[config.mk]
export PLATFORM = sky130hd
export DESIGN_NAME = sbox_seq_flat
export DESIGN_NICKNAME = d
export VERILOG_FILES = /design/src/rtl/sbox_seq_pkg.sv /design/src/rtl/sbox_seq_if.sv /design/src/rtl/sbox_seq_table.sv /design/src/rtl/sbox_seq.sv /design/src/flat_wrapper.sv
export SDC_FILE = /design/constraint.sdc
export NUM_CORES = 1
export LEC_CHECK = 0
export CAP_MARGIN = 30
export CORE_MARGIN = 4
export CORE_UTILIZATION = 35
export DETAILED_ROUTE_END_ITERATION = 8
export RECOVER_POWER = 100
export SLEW_MARGIN = 10
export SYNTH_ARGS = -nofsm -noshare
export SYNTH_HDL_FRONTEND = slang
export SYNTH_SLANG_ARGS = --single-unit
[constraint.sdc]
create_clock -name Clk -period 9.9 [get_ports Clk]
set_input_delay 0.99 -clock Clk [delete_from_list [all_inputs] [get_ports Clk]]
set_output_delay 0.99 -clock Clk [all_outputs]
set_load 0.01 [all_outputs]
[src/rtl/sbox_seq_pkg.sv]
`default_nettype none
// ============================================================================
//  Module      : sbox_seq_pkg
//  Description : Shared types, widths and helpers for the sequential DES
//                S-box substitution unit.
//                - state_t     : IDLE / LOOKUP / DONE sequencer states
//                - sboxIdx_t   : 3-bit index of the active S-box (S1 = 0)
//                - sliceIn     : pick the 6-bit field of a 48-bit block
//                - insertNibble: replace one 4-bit field of a 32-bit word
//  Revision    : 1.0 - initial release
// ============================================================================
package sbox_seq_pkg;

    localparam int c_SBOX_COUNT  = 8;
    localparam int c_SBOX_IN_W   = 6;
    localparam int c_SBOX_OUT_W  = 4;
    localparam int c_BLOCK_IN_W  = 48;
    localparam int c_BLOCK_OUT_W = 32;

    typedef logic [2:0] sboxIdx_t;

    localparam sboxIdx_t c_LAST_SBOX = sboxIdx_t'(c_SBOX_COUNT - 1);

    typedef enum logic [1:0] {
        IDLE   = 2'd0,
        LOOKUP = 2'd1,
        DONE   = 2'd2
    } state_t;

    // S1 uses the most significant 6 bits, S8 the least significant.
    function automatic logic [c_SBOX_IN_W-1:0] sliceIn(
        input logic [c_BLOCK_IN_W-1:0] blk,
        input sboxIdx_t                idx
    );
        logic [c_SBOX_IN_W-1:0] res;
        res = '0;
        for (int i = 0; i < c_SBOX_COUNT; i++) begin
            if (idx == sboxIdx_t'(i)) begin
                res = blk[c_BLOCK_IN_W-1-c_SBOX_IN_W*i -: c_SBOX_IN_W];
            end
        end
        return res;
    endfunction

    // S1 result lands in the most significant nibble, S8 in the least.
    function automatic logic [c_BLOCK_OUT_W-1:0] insertNibble(
        input logic [c_BLOCK_OUT_W-1:0] word,
        input sboxIdx_t                 idx,
        input logic [c_SBOX_OUT_W-1:0]  nib
    );
        logic [c_BLOCK_OUT_W-1:0] res;
        res = word;
        for (int i = 0; i < c_SBOX_COUNT; i++) begin
            if (idx == sboxIdx_t'(i)) begin
                res[c_BLOCK_OUT_W-1-c_SBOX_OUT_W*i -: c_SBOX_OUT_W] = nib;
            end
        end
        return res;
    endfunction

endpackage
`default_nettype wire

[src/rtl/sbox_seq_if.sv]
`default_nettype none
// ============================================================================
//  Module      : sbox_seq_if
//  Description : Valid/ready bus of the sequential S-box unit.
//                InValid/InReady/DataIn  : 48-bit input block handshake
//                OutValid/OutReady/DataOut: 32-bit result handshake
//                Busy                    : unit is not idle
//                master = producer/consumer side, slave = the unit itself.
//  Revision    : 1.0 - initial release
// ============================================================================
interface sbox_seq_if;
    import sbox_seq_pkg::*;

    logic                     InValid;
    logic                     InReady;
    logic [c_BLOCK_IN_W-1:0]  DataIn;
    logic                     OutValid;
    logic                     OutReady;
    logic [c_BLOCK_OUT_W-1:0] DataOut;
    logic                     Busy;

    modport master (
        output InValid, DataIn, OutReady,
        input  InReady, OutValid, DataOut, Busy
    );

    modport slave (
        input  InValid, DataIn, OutReady,
        output InReady, OutValid, DataOut, Busy
    );

endinterface
`default_nettype wire

[src/rtl/sbox_seq_table.sv]
`default_nettype none
// ============================================================================
//  Module      : sbox_table
//  Description : The eight DES S-boxes, purely combinational.
//                SboxSel[2:0] : S-box select (0 = S1 ... 7 = S8)
//                DataIn[5:0]  : raw 6-bit S-box input
//                DataOut[3:0] : 4-bit substitution value
//  Revision    : 1.0 - initial release
// ============================================================================
module sbox_table
    import sbox_seq_pkg::*;
(
    input  wire sboxIdx_t               SboxSel,
    input  wire [c_SBOX_IN_W-1:0]       DataIn,
    output logic [c_SBOX_OUT_W-1:0]     DataOut
);

    // Each constant holds the four 16-entry rows of one S-box, row 0 first,
    // entry 0 in the top nibble.
    localparam logic [255:0] c_S1 = {64'hE4D12FB83A6C5907, 64'h0F74E2D1A6CB9538,
                                     64'h41E8D62BFC973A50, 64'hFC8249175B3EA06D};
    localparam logic [255:0] c_S2 = {64'hF18E6B34972DC05A, 64'h3D47F28EC01A69B5,
                                     64'h0E7BA4D158C6932F, 64'hD8A13F42B67C05E9};
    localparam logic [255:0] c_S3 = {64'hA09E63F51DC7B428, 64'hD70934A6285ECBF1,
                                     64'hD6498F30B12C5AE7, 64'h1AD069874FE3B52C};
    localparam logic [255:0] c_S4 = {64'h7DE3069A1285BC4F, 64'hD8B56F03472C1AE9,
                                     64'hA690CB7DF13E5284, 64'h3F06A1D89450C72E};
    localparam logic [255:0] c_S5 = {64'h2C417AB6853FD0E9, 64'hEB2C47D150FA3986,
                                     64'h421BAD78F9C5630E, 64'hB8C71E2D6F09A453};
    localparam logic [255:0] c_S6 = {64'hC1AF92680D34E75B, 64'hAF427C9561DE0B38,
                                     64'h9EF528C3704A1DB6, 64'h432C95FABE17608D};
    localparam logic [255:0] c_S7 = {64'h4B2EF08D3C975A61, 64'hD0B7491AE35C2F86,
                                     64'h14BDC37EAF680592, 64'h6BD814A7950FE23C};
    localparam logic [255:0] c_S8 = {64'hD2846FB1A93E50C7, 64'h1FD8A374C56B0E92,
                                     64'h7B419CE206ADF358, 64'h21E74A8DFC90356B};

    logic [255:0] w_tbl;
    logic [5:0]   w_entry;

    // DES row is the outer bit pair {b5,b0}, column the inner four bits.
    assign w_entry = {DataIn[5], DataIn[0], DataIn[4:1]};

    always_comb begin
        w_tbl = c_S1;
        case (SboxSel)
            3'd0:    w_tbl = c_S1;
            3'd1:    w_tbl = c_S2;
            3'd2:    w_tbl = c_S3;
            3'd3:    w_tbl = c_S4;
            3'd4:    w_tbl = c_S5;
            3'd5:    w_tbl = c_S6;
            3'd6:    w_tbl = c_S7;
            default: w_tbl = c_S8;
        endcase
    end

    // Entry k sits at bit offset 4*(63-k); for a 6-bit k, 63-k is ~k.
    assign DataOut = w_tbl[{~w_entry, 2'b00} +: 4];

endmodule
`default_nettype wire

[src/rtl/sbox_seq.sv]
`default_nettype none
// ============================================================================
//  Module      : sbox_seq
//  Description : Sequential DES S-box substitution. A 48-bit block is latched
//                on acceptance and pushed through one shared table unit, one
//                S-box per step (S1..S8), building a 32-bit result.
//                Clk   : rising-edge clock
//                Reset : asynchronous, active-high
//                bus   : sbox_seq_if.slave (in/out handshakes, Busy)
//                REG_LOOKUP = 1 registers the table output (one extra cycle).
//  Revision    : 1.0 - initial release
// ============================================================================
module sbox_seq
    import sbox_seq_pkg::*;
#(
    parameter bit REG_LOOKUP = 1'b0
) (
    input  wire      Clk,
    input  wire      Reset,
    sbox_seq_if.slave bus
);

    state_t                   r_state;
    sboxIdx_t                 r_idx;
    logic [c_BLOCK_IN_W-1:0]  r_inReg;
    logic [c_BLOCK_OUT_W-1:0] r_dataOut;
    logic                     r_inReady;
    logic                     r_outValid;
    logic                     r_busy;

    logic [c_SBOX_IN_W-1:0]   w_tableIn;
    logic [c_SBOX_OUT_W-1:0]  w_tableOut;
    logic                     w_accept;
    logic                     w_outHandshake;

    // Write side of a step: which nibble completes this cycle and its value.
    logic                     w_writeEn;
    sboxIdx_t                 w_writeIdx;
    logic [c_SBOX_OUT_W-1:0]  w_writeNib;

    assign w_accept       = bus.InValid & r_inReady;
    assign w_outHandshake = r_outValid & bus.OutReady;
    assign w_tableIn      = sliceIn(r_inReg, r_idx);

    sbox_table u_table (
        .SboxSel (r_idx),
        .DataIn  (w_tableIn),
        .DataOut (w_tableOut)
    );

    generate
        if (REG_LOOKUP) begin : g_regLookup
            logic [c_SBOX_OUT_W-1:0] r_tablePipe;
            logic                    r_pipeValid;
            sboxIdx_t                r_wrIdx;

            // Address at step i, capture at step i+1: the write index trails
            // the address index by one cycle.
            always_ff @(posedge Clk or posedge Reset) begin
                if (Reset) begin
                    r_tablePipe <= '0;
                    r_pipeValid <= 1'b0;
                    r_wrIdx     <= '0;
                end else if (w_accept) begin
                    r_pipeValid <= 1'b0;
                    r_wrIdx     <= '0;
                end else if (r_state == LOOKUP) begin
                    r_tablePipe <= w_tableOut;
                    r_pipeValid <= 1'b1;
                    if (r_pipeValid && (r_wrIdx != c_LAST_SBOX)) begin
                        r_wrIdx <= r_wrIdx + 3'd1;
                    end
                end
            end

            assign w_writeEn  = (r_state == LOOKUP) & r_pipeValid;
            assign w_writeIdx = r_wrIdx;
            assign w_writeNib = r_tablePipe;
        end else begin : g_combLookup
            assign w_writeEn  = (r_state == LOOKUP);
            assign w_writeIdx = r_idx;
            assign w_writeNib = w_tableOut;
        end
    endgenerate

    always_ff @(posedge Clk or posedge Reset) begin
        if (Reset) begin
            r_state    <= IDLE;
            r_idx      <= '0;
            r_inReg    <= '0;
            r_dataOut  <= '0;
            r_inReady  <= 1'b1;
            r_outValid <= 1'b0;
            r_busy     <= 1'b0;
        end else begin
            case (r_state)
                IDLE: begin
                    if (w_accept) begin
                        r_inReg   <= bus.DataIn;
                        r_idx     <= '0;
                        r_state   <= LOOKUP;
                        r_inReady <= 1'b0;
                        r_busy    <= 1'b1;
                    end
                end
                LOOKUP: begin
                    // Address index parks on S8 so it never wraps within a block.
                    if (r_idx != c_LAST_SBOX) begin
                        r_idx <= r_idx + 3'd1;
                    end
                    if (w_writeEn) begin
                        r_dataOut <= insertNibble(r_dataOut, w_writeIdx, w_writeNib);
                        if (w_writeIdx == c_LAST_SBOX) begin
                            r_state    <= DONE;
                            r_outValid <= 1'b1;
                        end
                    end
                end
                DONE: begin
                    if (w_outHandshake) begin
                        r_state    <= IDLE;
                        r_outValid <= 1'b0;
                        r_inReady  <= 1'b1;
                        r_busy     <= 1'b0;
                    end
                end
                default: begin
                    r_state    <= IDLE;
                    r_outValid <= 1'b0;
                    r_inReady  <= 1'b1;
                    r_busy     <= 1'b0;
                end
            endcase
        end
    end

    assign bus.InReady  = r_inReady;
    assign bus.OutValid = r_outValid;
    assign bus.DataOut  = r_dataOut;
    assign bus.Busy     = r_busy;

endmodule
`default_nettype wire

[src/flat_wrapper.sv]
// flat-port wrapper written by rule: the top's interface ports become plain ports
module sbox_seq_flat import sbox_seq_pkg::*;
#(
    parameter bit REG_LOOKUP = 1'b0
)
  (Clk, Reset, bus_InValid, bus_DataIn, bus_OutReady, bus_InReady, bus_OutValid, bus_DataOut, bus_Busy);
  sbox_seq_if bus_i ();
  input  wire Clk;
  input  wire Reset;
  input wire logic [$bits(bus_i.InValid)-1:0] bus_InValid;
  input wire logic [$bits(bus_i.DataIn)-1:0] bus_DataIn;
  input wire logic [$bits(bus_i.OutReady)-1:0] bus_OutReady;
  output wire logic [$bits(bus_i.InReady)-1:0] bus_InReady;
  output wire logic [$bits(bus_i.OutValid)-1:0] bus_OutValid;
  output wire logic [$bits(bus_i.DataOut)-1:0] bus_DataOut;
  output wire logic [$bits(bus_i.Busy)-1:0] bus_Busy;
  assign bus_i.InValid = bus_InValid;
  assign bus_i.DataIn = bus_DataIn;
  assign bus_i.OutReady = bus_OutReady;
  assign bus_InReady = bus_i.InReady;
  assign bus_OutValid = bus_i.OutValid;
  assign bus_DataOut = bus_i.DataOut;
  assign bus_Busy = bus_i.Busy;
  sbox_seq #(.REG_LOOKUP(REG_LOOKUP)) u_core (.Clk(Clk), .Reset(Reset), .bus(bus_i));
endmodule
-- Yosys cells after proc, flatten, opt, wreduce, memory -nomap -nowiden
Cells that the tools add are included.
- $add $sub $neg: 1
- equal/unequal tests: 14
- shift-type cells: 1
- muxes and demuxes: 24
- bitwise logic cells: 5
- reduce and logical (&&, ||, !) cells: 16
- operators with widths (cell ; count):
    $pmux 256 s7 ; 1
    $shiftx 256x9->4 ; 1
    $mux 6 ; 8
    $reduce_and 2->1 ; 9
    $eq 3x3->1 const B ; 4
    $reduce_and 3->1 ; 4
    $pmux 1 s3 ; 3
    $eq 3x2->1 const B ; 2
    $mux 2 ; 3
    $mux 3 ; 2
    $not 6->6 ; 1
    $pmux 2 s3 ; 1
    $pmux 3 s2 ; 1
    $mux 1 ; 5
    $ne 2x1->1 const B ; 2
    $ne 2x2->1 const B ; 2
    $add 3x1->3 const B ; 1
    $eq 3x1->1 const B ; 1
    $logic_not 3->1 ; 1
    $ne 3x3->1 const B ; 1
    $and 1x1->1 ; 2
    $eq 2x1->1 const B ; 1
    $eq 2x2->1 const B ; 1
    $logic_not 2->1 ; 1
    2 further kinds ; 3
- flip-flop bits (word level): 88
- output and inout bits: 35
- logic and storage cells: 75

-- Logic depth before layout (Yosys ltp)
Gate-level depths: netlist of the first run.
- depth after elaboration: 11
- mapped depth: 20

-- Hierarchy
Synthesis of the first run repeated with hierarchy kept, for this count alone.
- cell total of the unflattened synthesis: 981
- area total of the unflattened synthesis: 7955.1 um^2
- by module, submodules not included (module ; instances ; cells an instance ; area an instance (um^2) ; sequential area each (um^2)):
    sbox_seq ; 1 ; 341 ; 4291.6 ; 2203.4
    sbox_table ; 1 ; 640 ; 3663.5 ; 0.0

-- Least setup slack after synthesis of the first run
No wires, ideal clock.
- kind: register to register
- start: reg u_core.r_idx[2]
- end: reg u_core.r_dataOut[13], in the netlist u_core.bus.DataOut[13]
- setup time: 140 ps
- arrival time: 3961 ps
- data required time: 9760 ps
- setup slack: 5798 ps
- stages on the path, launching flop included: 17
- period minus slack after synthesis: 4102 ps
- path through: dfrtp_1 -> buf_2 -> inv_1 -> clkbuf_1 -> buf_1 -> ha_1 -> buf_2 -> or2_2 -> clkbuf_1 -> nor2_1 -> nor2_1 -> o2bb2ai_1 -> and2_1 -> nor3_1 -> or4_4 -> a2111oi_4 -> o31ai_1
- cells in the longest elaborated chain, start to end: 11
- elaborated cells on any way between the ends: 20
- classes of those cells: 7 x eq/ne; 1 x shift; 9 x mux; 1 x bitwise; 2 x reduce/logical
- ends and longest elaborated chain (element ; line ; text):
    from (decl) ; sbox_seq.sv:24 ; sboxIdx_t r_idx;
    from (signal assigned) ; sbox_seq.sv:109 ; r_idx <= r_idx + 3'd1;
    $logic_not 3->1 ; sbox_seq_pkg.sv:38, sbox_seq_table.sv:45 ;
    $mux 6 (8 in series) ; sbox_seq_pkg.sv:38 ; if (idx == sboxIdx_t'(i)) begin
    $not 6->6 ; sbox_seq_table.sv:58 ; assign DataOut = w_tbl[{~w_entry, 2'b00} +: 4];
    $shiftx 256x9->4 ; sbox_seq_table.sv:58 ;
    to (signal assigned) ; sbox_seq.sv:112 ; r_dataOut <= insertNibble(r_dataOut, w_writeIdx, w_writeNib);
    to (decl) ; sbox_seq.sv:26 ; logic [c_BLOCK_OUT_W-1:0] r_dataOut;
Several ways; a longest one is shown, not always the timed one.
A chain may end at the register's enable or synchronous reset.

-- Worst setup path after layout of the first run
- start: reg u_core.r_idx[1]
- end: reg u_core.r_dataOut[7], in the netlist u_core.bus.DataOut[7]
The elaborated chain is that of the path after synthesis.

==> results.json, run 1 <==
{
  "setup_tns_ns": 0,
  "status": "finished, violations left",
  "avgSynthCellArea_um2": 7.93,
  "end_kind": "flop",
  "grt_util_all_layers_pct": 26.2,
  "clock_sinks": 88,
  "timing.rr.end": "u_core.bus.DataOut[7]",
  "routed_wl_mm": 31.6,
  "cts_setup_buffers": 0,
  "async_flop_share_pct": 100,
  "fin_crit_ns": 6.64,
  "finalClockSkew_ns": 0.00845,
  "violations": "capacitance limit, slew limit",
  "start_kind": "flop",
  "fin_crit_sh_pct": 67.1,
  "synth_cells": 925,
  "r2r_start": "u_core.r_idx[1]",
  "grt_max_degree": 90,
  "finalMaxSlewViolations": 115,
  "vias": 8129,
  "hold_violations": 0,
  "critPathKind": "reg -> reg",
  "min-delay-start": "u_core.bus.DataOut[22]",
  "grt_remaining_overflow": 0,
  "final_core_util_pct": 42.2,
  "ys_seq_elements": 88,
  "ff2ff_path_depth": 14,
  "tritoncts": "built",
  "required_ns": 10.09,
  "yosysSeqAreaShare_pct": 30.0,
  "avgRoutedWirePerCell_um": 25.5,
  "clk_latency_ns": 0.34,
  "synth.largest_area_cell": "dfrtp_1",
  "die_h_um": 153,
  "dp_hpwl_mm": 21.9,
  "rsz0062_at_grt": "no",
  "fill_cells": 2108,
  "numCtsBuffers": 9,
  "fmax_ghz": 0.151,
  "fp.coreArea_mm2": 0.0204,
  "dieWidth_um": 153,
  "first_pass_iters": 6,
  "io_buffers": 86,
  "grt_first_pass_wirelength_mm": 48.3,
  "fin_hold_ws_ns": 0.475,
  "drt_first_iter_violations": 1571,
  "area_growth_pct": 17.5,
  "gp_congestion": 1.07,
  "synth_area_mm2": 0.00734,
  "synth-edff-count": 0,
  "start_util_pct": 35.9,
  "antennaDiodeCount": 0,
  "fin_nets": 1036,
  "reg2reg_slack_ns": 3.26,
  "mostFrequentLayoutCells": "nand2_1 (123), nor2_1 (92), dfrtp_1 (87)",
  "drc_errors": 0,
  "max_cap_violations": 2,
  "synth_nets": 994,
  "setup_violations": 0,
  "io_pins": 87,
  "max-clock-path-buffers": 2,
  "route.antenna.remaining_nets": 0,
  "viasPerCell": 6.55,
  "hold_class": "reg -> reg",
  "cts-htree-levels": 3,
  "cts-root-buf": "clkbuf_16",
  "crit_end": "u_core.bus.DataOut[7]",
  "crit_fanout": 89,
  "antenna_found_initial": 0,
  "rows": 52,
  "drive_gt1_share_pct": 10.6,
  "ys_warn_count": 0,
  "slew_headroom_pct": -103,
  "worstMarginPinSlew_ns": 3.04,
  "grt_pass1_vias": 7852,
  "synth_area_leaders": "dfrtp_1 (30%), mux2_2 (6.4%), nand2_1 (6.3%)",
  "synth_top_area_share_pct": 29.7,
  "crit_path_start": "u_core.r_idx[1]",
  "synth_ff_type": "dfrtp_1",
  "dieArea_mm2": 0.0233,
  "synth_cell_types": 84,
  "cts_resized": 0,
  "layout.cells.most_common": "nand2_1",
  "cts_hold_buf": 0,
  "cts.clk_slew.worst_paths_ns": 0.07,
  "arrival_ns": 6.82
}
[synthesized netlist by cell type (8+ instances only)]
cell type	n
buf_2	25
a31oi_1	18
o31ai_1	16
a221oi_1	12
ha_1	13
o311ai_0	10
mux2_2	42
a211oi_1	15
o2111ai_1	8
a21oi_1	47
dfrtp_1	87
nor2_1	91
nand2_1	123
mux2i_1	11
o211ai_1	23
nor3_1	38
nand3_1	21
inv_1	18
clkbuf_1	39
buf_4	8
nor2b_1	11
o21ai_0	83
[critical path, cell delays in order (launching register included)]
cell	delay [ns]
dfrtp_1	0.56
inv_1	0.38
ha_1	0.62
clkbuf_1	1.00
nor2b_1	0.24
a221o_1	0.38
a21o_1	0.35
a21oi_4	0.20
buf_4	0.75
nand3_1	0.39
a221oi_1	0.42
a211o_1	0.17
a311oi_1	0.07
a31oi_1	0.72
o21ai_0	0.19
[layout make-up]
type	count	area [um^2]	share of cell area [%]
well taps	270	338	3.92
clock inverters	6	67.6	0.784
multi-input cells	735	4660	54.0
flip-flops and latches	88	2200	25.6
inverters	19	72.6	0.842
repair buffers	114	1050	12.2
clock buffers	9	225	2.61
[worst min-delay path by stage]
stage	to	cells after the start
floorplan	u_core.r_inReg[23]	1
global placement	u_core.bus.DataOut[1]	2
detailed placement	u_core.bus.DataOut[1]	2
CTS	u_core.bus.DataOut[1]	2
global route	u_core.bus.DataOut[1]	2
finish	u_core.bus.DataOut[22]	2
[stage by stage]
| stage | cells | instance area [um^2] | setup WS (ns) |
|---|---|---|---|
| final | 1241 | 8620 | 3.26 |
| after global routing | 1241 | 8620 | 2.76 |
| after CTS | 1241 | 8660 | 4.42 |
| after detailed placement | 1226 | 8370 | 4.47 |
| after global placement | 1222 | 8340 | 4.21 |
| after floorplan | 925 | 7340 | 5.80 |
[registers in the layout, indices dropped and copies added (netlist names)]
register,flops
u_core.r_state,2
u_core.bus.DataOut,32
u_core.bus.OutValid,1
u_core.r_idx,3
u_core.r_inReg,48
u_core.bus.InReady,1
u_core.bus.Busy,1
[cell families (layout without fill, tap and decap cells)]
kind of cell	count (synthesis)	after routing	synth area share, %
simple gates	343	343	21.4
compound gates	320	320	30.5
buf+inv	102	148	6.46
flops	88	88	30.0
mux	54	54	8.25
fa+ha+maj	17	17	3.31
xor+xnor	1	1	0.119
[per-layer routing]
layer,up-vias,wire length [um],global-route usage [%]
met5,-,0,0
met4,0,1910,13.7
met1,3825,12700,35.1
met2,613,13000,37.1
li1,3550,-,-
met3,141,3940,8.95
Power of run 1 is not shown: default switching activity piles up to over one toggle a cycle in this logic, so the estimate is an artifact.
==> run 2, diff against run 1 <==
clock period = 5.5 ns   (was 9.9 ns; I/O delays follow)
==> run 2 against run 1 <==
Against the previous run: setup slack got worse by 2.9 ns; clock skew grew 0.0035 ns; hold slack better by 0.0056 ns; non-clock buffer count rose by 44; sequential cell count did not move; largest cell class unchanged; cell count rose by 3.6%; design area is 4.9% higher; via count is 3.9% higher; global-route usage is 5.2 points higher; maximum frequency grew 30%; the flow still finishes with violations (capacitance limit, slew limit).
==> results.json, run 2 (same netlist as run 1, synthesis figures left out) <==
{
  "antenna_found_initial": 0,
  "numCtsBuffers": 9,
  "fin_crit_sh_pct": 92.9,
  "grt_util_all_layers_pct": 31.4,
  "area_growth_pct": 23.2,
  "start_kind": "flop",
  "slew_headroom_pct": -97.2,
  "finalMaxSlewViolations": 150,
  "worstMarginPinSlew_ns": 2.96,
  "arrival_ns": 5.33,
  "fmax_ghz": 0.196,
  "cts-htree-levels": 3,
  "finalClockSkew_ns": 0.0120,
  "tritoncts": "built",
  "avgRoutedWirePerCell_um": 29.1,
  "grt_remaining_overflow": 0,
  "fin_hold_ws_ns": 0.480,
  "grt_first_pass_wirelength_mm": 55.9,
  "largest_register_ffs": 48,
  "io_pins": 87,
  "hold_class": "reg -> reg",
  "hold_violations": 0,
  "dpl.cell_count": 1270,
  "route.antenna.remaining_nets": 0,
  "drc_errors": 0,
  "max-clock-path-buffers": 2,
  "dieWidth_um": 153,
  "crit_fanout": 15,
  "rsz0062_at_grt": "no",
  "fin_nets": 1080,
  "grt_max_degree": 59,
  "top_register": "u_core.r_inReg",
  "vias": 8446,
  "layout.cells.most_common": "nand2_1",
  "clk_latency_ns": 0.35,
  "dp_hpwl_mm": 27.7,
  "critPathKind": "reg -> reg",
  "fp.coreArea_mm2": 0.0204,
  "io_buffers": 86,
  "gp_congestion": 1.04,
  "routed_wl_mm": 37.5,
  "first_pass_iters": 7,
  "fin_crit_ns": 5.11,
  "critPathMaxStageDelay_ns": 0.73,
  "cts.clk_slew.worst_paths_ns": 0.07,
  "drive_gt1_share_pct": 14.9,
  "max_cap_violations": 3,
  "grt_pass1_vias": 8163,
  "start_util_pct": 35.9,
  "finalNonFillerCells": 1286,
  "violations": "capacitance limit, slew limit",
  "viasPerCell": 6.57,
  "cts_resized": 0,
  "dieArea_mm2": 0.0233,
  "path_cells": "inv_1, ha_1, buf_4, nor2b_1, a32oi_1, o221ai_1, and2_0, buf_4, buf_4, o211ai_1, a311oi_1, o32ai_1, clkbuf_1, nor2_2, o21ai_0",
  "drt_first_iter_violations": 1099,
  "cts_setup_buffers": 0,
  "clock_sinks": 88,
  "mostFrequentLayoutCells": "nand2_1 (123), nor2_1 (91), dfrtp_1 (87)",
  "antennaDiodeCount": 0,
  "die_h_um": 153,
  "cts_hold_buf": 0,
  "required_ns": 5.72,
  "cpMostUsedCell": "buf_4",
  "status": "finished, violations left",
  "setup_tns_ns": 0,
  "slowest_stage": "and2_0",
  "cts-root-buf": "clkbuf_16",
  "end_kind": "flop",
  "rows": 52,
  "setup_violations": 0
}
-- run 2: cell count changes in the layout (fill, tap and decap cells not counted), moves of 2 or more --
cell,change
buf_12,+4
o21ai_0,-2
buf_2,-2
buf_4,+41
o21ai_1,+2
-- run 2: cell type report --
class	instances	area, um^2
clock buffer	10	239
clock inverter	6	75.1
fill	2063	11400
inverter	19	72.6
multi-input combinational	735	4670
sequential	88	2200
tap	270	338
timing repair buffer	158	1440
-- run 2: layer usage --
layer | share of wire (%) | track usage [%]
met1 | 43 | 45.0
met2 | 42 | 45.6
met3 | 9.3 | 5.42
met4 | 5.4 | 15.1
met5 | 0.21 | 0
-- run 2: stage by stage --
step           setup slack, ns  utilization, %  instance area [um^2]
2_1_floorplan             1.40               -                  7340
3_3_place_gp             0.800            42.8                  8740
3_5_place_dp             0.657            42.8                  8740
4_1_cts                  0.647            44.3                  9060
5_1_grt                  0.135            44.2                  9040
6_report                 0.392            44.2                  9040
-- run 2: worst max-delay path: cells and delay by family, from the launching register on --
kind | cells | cell delay (ns)
AOI/OAI and AO/OA | 6 | 1.46
buffers and inverters | 5 | 1.16
DFF | 1 | 0.68
adders and majority gates | 1 | 0.35
and+or+nand+nor | 3 | 1.33
-- run 2: worst paths after layout --
kind / from / endpoint / slack (ns) / depth (start not counted)
max in group asynchronous: Reset / u_core.r_inReg[4] / 1.11 / 3
min in group asynchronous: Reset / u_core.bus.DataOut[25] / 1.00 / 2
worst min register to register: u_core.bus.DataOut[9] / u_core.bus.DataOut[9] / 0.48 / 2
worst max-delay path: u_core.r_idx[1] / u_core.bus.DataOut[16] / 0.39 / 15
worst max register to register: u_core.r_idx[1] / u_core.bus.DataOut[16] / 0.39 / 15
worst min-delay path: u_core.bus.DataOut[9] / u_core.bus.DataOut[9] / 0.48 / 2
Power of run 2 is left out for the same reason.
==> patch 1 (settings of run 2) <==
Reset style: synchronous (`Reset`), changed in 2 clocked blocks. Comments in the files are not updated.
--- a/src/rtl/sbox_seq.sv
+++ b/src/rtl/sbox_seq.sv
@@ -57,5 +57,5 @@
             // Address at step i, capture at step i+1: the write index trails
             // the address index by one cycle.
-            always_ff @(posedge Clk or posedge Reset) begin
+            always_ff @(posedge Clk) begin
                 if (Reset) begin
                     r_tablePipe <= '0;
@@ -84,5 +84,5 @@
     endgenerate
 
-    always_ff @(posedge Clk or posedge Reset) begin
+    always_ff @(posedge Clk) begin
         if (Reset) begin
             r_state    <= IDLE;
Function: differs if Reset is asserted again (counterexample within 4 cycles, from zero or initial values and one cycle with Reset high); with Reset held inactive, the same outputs for 10 cycles.
==> patch 1 against run 2 <==
The flow still finishes with violations (capacitance limit, slew limit). Sequential cell count is the same. Count of clock-buffer cells in the layout shrank 1. Routed wire length grew 7.3%. Non-clock buffer count shrank 8. Area after synthesis grew 6.3%. Maximum frequency grew 3.6%. Setup slack gained 0.18 ns. Design area grew 3.1%.
Power is left out: it rests on default switching activity, and per cell area and clock period it moved more than threefold.
==> patch 1: results (changes against run 2) <==
| Metric | Value |
|---|---|
| Status | `complete, but fails checks` |
| Failing checks | `capacitance limit, slew limit` |
| GP Congestion | `1.11 (+6.7%)` |
| Max-cap violations | `2 (-1)` |
| Initial antenna violation count | `1 (+1)` |
| Synth Flop Type | `dfxtp_1` |
| Drt first pass iters | `6 (-1)` |
| Drt total wl | `40200 um (+7.3%)` |
| Total track usage | `31.7% (+0.30 points)` |
| DR vias | `9586 (+13%)` |
| Share of cells above drive strength 1 | `10.7% (-4.1 points)` |
| DR iter-0 viols | `1347 (+23%)` |
| Detailed Place HPWL | `29400 um (+6.2%)` |
| Largest net degree at the start of global routing | `87 (+47%)` |
| Path depth of the worst reg2reg path | `14 (-1)` |
| Place WS | `0.918 ns (+0.261 ns)` |
| Post-synth ARST share | `0% (-100 points)` |
| Pin slew with the least headroom to its limit | `3.27 ns (+0.315 ns)` |
| Syn nets | `1163 (+17%)` |
| Vias in the first global route | `8981 (+10%)` |
| CP Max Fanout | `21 (+6)` |
| Synth Area in XOR/XNOR | `0.225% (+0.11 points)` |
| Max Clock Skew | `0.0128 ns (+0.000803 ns)` |
| Fill count | `2411 (+17%)` |
| Crit-path slowest cell | `clkbuf_1` |
| Max Slew Vio Count | `138 (-8.0%)` |
| Post-synthesis sequential area ratio | `22.6% (-7.4 points)` |
| Syn Inst Count | `1094 (+18%)` |
| FF-to-FF setup slack | `0.57 ns (+0.18 ns)` |
| Yosys cell types | `93 (+11%)` |
| Crit Reg-Reg Endpoint | `u_core.bus.DataOut[20]` |
| Synth area leaders | `dfxtp_1, nand2_1, a21oi_1` |
| CP peak stage delay | `0.70 ns (-0.03 ns)` |
| Compound-gate portion of the synthesized area | `34.2% (+3.7 points)` |
| Final worst-path cycle share | `89.7% (-3.2 points)` |
| Hold Crit Start | `u_core.r_inReg[23]` |
| Post-Synth Adder-Cell Area | `3.11% (-0.20 points)` |
| Post-Layout Cell Count | `1436 (+12%)` |
| Critical path arrival | `5.16 ns (-0.17 ns)` |
| Post-synthesis mux area share | `0.914% (-7.3 points)` |
| Hold EP | `u_core.r_inReg[23]` |
| WHS | `0.457 ns (-0.0238 ns)` |
==> patch 1: cell types whose count changed in the layout (fill, tap and decap cells not counted), moves of 12 or more <==
cell | run 2 | this run
o21ai_0 | 83 | 63
nand3b_1 | 4 | 29
mux2_2 | 42 | 1
nand4_1 | 6 | 19
dfxtp_1 | 0 | 87
nand2_1 | 123 | 187
a21oi_1 | 47 | 88
nor4_1 | 4 | 16
nor2_1 | 91 | 103
dfrtp_1 | 87 | 0
==> patch 1: metal layers <==
metal	part of all wire (%)	vias up	GRT usage [%]
met5	0	-	0
met4	8.5	0	21.3
met3	11	216	8.08
met2	41	729	45.9
met1	39	4426	41.3
li1	-	4215	-
==> patch 1: layout make-up <==
type                       instances  area (um2)  share of cell area, %
inverter                          12        45.0                  0.483
clock buffer                       9         225                   2.42
sequential                        88        1760                   18.9
multi-input combinational        890        5490                   58.9
tap                              280         350                   3.76
clock inverter                     7        75.1                  0.805
timing repair buffer             150        1370                   14.7
==> patch 2 (config.mk and constraints of run 2) <==
Made on the original files. Change the package constant `c_SBOX_IN_W` from 6 to 7.
--- a/src/rtl/sbox_seq_pkg.sv
+++ b/src/rtl/sbox_seq_pkg.sv
@@ -13,5 +13,5 @@
 
     localparam int c_SBOX_COUNT  = 8;
-    localparam int c_SBOX_IN_W   = 6;
+    localparam int c_SBOX_IN_W   = 7;
     localparam int c_SBOX_OUT_W  = 4;
     localparam int c_BLOCK_IN_W  = 48;
Check against the original RTL: not equivalent (a bounded check fails within 4 cycles, from zero or initial values and one cycle with Reset high).
==> patch 2 against run 2 <==
The flow still finishes with violations (capacitance limit, slew limit). Setup slack improved by 0.0023 ns. Area after synthesis fell by 2.1%. Design area fell by 2.6%. Core utilization fell by 0.72 points. Routed wire length rose by 0.87%. Final cell count fell by 1.4%. Sequential cell count fell by 7. Critical path type unchanged. Largest cell class unchanged.
Power is left out: the tool's default activity adds up to more than one toggle a clock period on the data nets, which glitch-free logic cannot reach.
==> patch 2: results (changes against run 2) <==
| Metric | Value |
|---|---|
| DR vias | `8374 (-0.85%)` |
| Place WS | `0.916 ns (+0.259 ns)` |
| Port buffer count | `79 (-8.1%)` |
| Path depth of the worst reg2reg path | `13 (-2)` |
| WHS | `0.467 ns (-0.0137 ns)` |
| Vias in the first global route | `8114 (-0.60%)` |
| Failing checks | `capacitance limit, slew limit` |
| Max-cap violations | `1 (-2)` |
| Routed length on met1 | `14700 um (-8.2%)` |
| GP Congestion | `1.04 (+0.61%)` |
| Area grow syn2layout | `22.6%` |
| Initial antenna violation count | `1 (+1)` |
| Max reg flops | `41 (-15%)` |
| Synth area leaders | `dfrtp_1, mux2_2, nand2_1` |
| Hold EP | `u_core.bus.DataOut[21]` |
| Synth cell count leaders | `nand2_1, nor2_1, dfrtp_1, o21ai_0, a21oi_1` |
| Synth Area in XOR/XNOR | `0.122% (+0.0026 points)` |
| # nets final | `1060 (-1.9%)` |
| Synthesized area per cell | `7.88 um2 (-0.61%)` |
| Post-Layout Cell Count | `1268 (-1.4%)` |
| Max Slew Vio Count | `53 (-65%)` |
| DR WL met2 | `17100 um (+7.7%)` |
| Dpl cell area | `8540 um2 (-2.4%)` |
| Share of cells above drive strength 1 | `14.6% (-0.30 points)` |
| DR top layer | `met4` |
| Largest net degree at the start of global routing | `53 (-10%)` |
| CP peak stage delay | `0.85 ns (+0.12 ns)` |
| Met1 GRT Util | `42.5% (-2.5 points)` |
| CP Max Fanout | `28 (+13)` |
| Fill count | `2137 (+3.6%)` |
| Critical path arrival | `5.35 ns (+0.02 ns)` |
| Syn nets | `980 (-1.4%)` |
| Drt total wl | `37800 um (+0.87%)` |
| Max Clock Skew | `0.00862 ns (-0.00337 ns)` |
| Yosys cell types | `80 (-4.8%)` |
| Met3 usage | `7.21% (+1.8 points)` |
| Crit-path slowest cell | `a31oi_2` |
| Status | `complete, but fails checks` |
| FMAX | `0.196 GHz (about the same)` |
| Total track usage | `33.3% (+1.9 points)` |
| DR iter-0 viols | `1082 (-1.5%)` |
| Compound-gate portion of the synthesized area | `32.5% (+2.0 points)` |
| Post-synthesis sequential area ratio | `28.2% (-1.8 points)` |
| Post-Synth Adder-Cell Area | `3.38% (+0.071 points)` |
| Global-route wire length before repair | `55500 um (-0.71%)` |
| Pin slew with the least headroom to its limit | `2.71 ns (-0.251 ns)` |
| Post-synthesis mux area share | `7.25% (-1.0 points)` |
| Detailed Place HPWL | `28300 um (+2.1%)` |
[patch 2: cell types whose count changed after synthesis, sizes merged, moves of 6 or more]
cell / before / now
o31ai: 16 / 23
nand2: 124 / 111
a21boi: 2 / 10
dfrtp: 87 / 80
a21oi: 48 / 56
buf: 44 / 50
o21ai: 89 / 77
clkbuf: 39 / 30
nor4: 6 / 19
o211ai: 23 / 14
a21o: 3 / 9
[patch 2: critical path: cells and delay by family, from the launching register on]
family / cells / cell delay, ns
DFF: 1 / 0.51
and+or+nand+nor: 2 / 0.43
buffers and inverters: 3 / 1.05
AOI/OAI and AO/OA: 7 / 2.49
adders and majority gates: 1 / 0.50
[patch 2: cell type report]
| cell class | instances | area share, % |
|---|---|---|
| tap | 270 | 3.84 |
| inverter | 17 | 0.739 |
| clock inverter | 5 | 0.980 |
| antenna | 2 | 0.0568 |
| multi-input combinational | 733 | 53.2 |
| clock buffer | 11 | 2.87 |
| timing repair buffer | 149 | 15.3 |
| sequential | 81 | 23.0 |
[patch 2: logic make-up after synthesis]
group	Yosys count
multiplexers	47
flip-flops	81
XOR/XNOR	1
buffers and inverters	97
adder cells (fa/ha/maj)	17
AO/OA/AOI/OAI	330
AND/OR/NAND/NOR	338
[patch 2: worst max path at each step]
stage / from / end / depth (start not counted)
2_1_floorplan: u_core.r_idx[2] / u_core.bus.DataOut[10] / 14
3_3_place_gp: u_core.r_idx[1] / u_core.bus.DataOut[26] / 14
3_5_place_dp: u_core.r_idx[1] / u_core.bus.DataOut[10] / 14
4_1_cts: u_core.r_idx[0] / u_core.bus.DataOut[10] / 14
5_1_grt: u_core.r_idx[1] / u_core.bus.DataOut[23] / 14
6_report: u_core.r_idx[1] / u_core.bus.DataOut[23] / 13
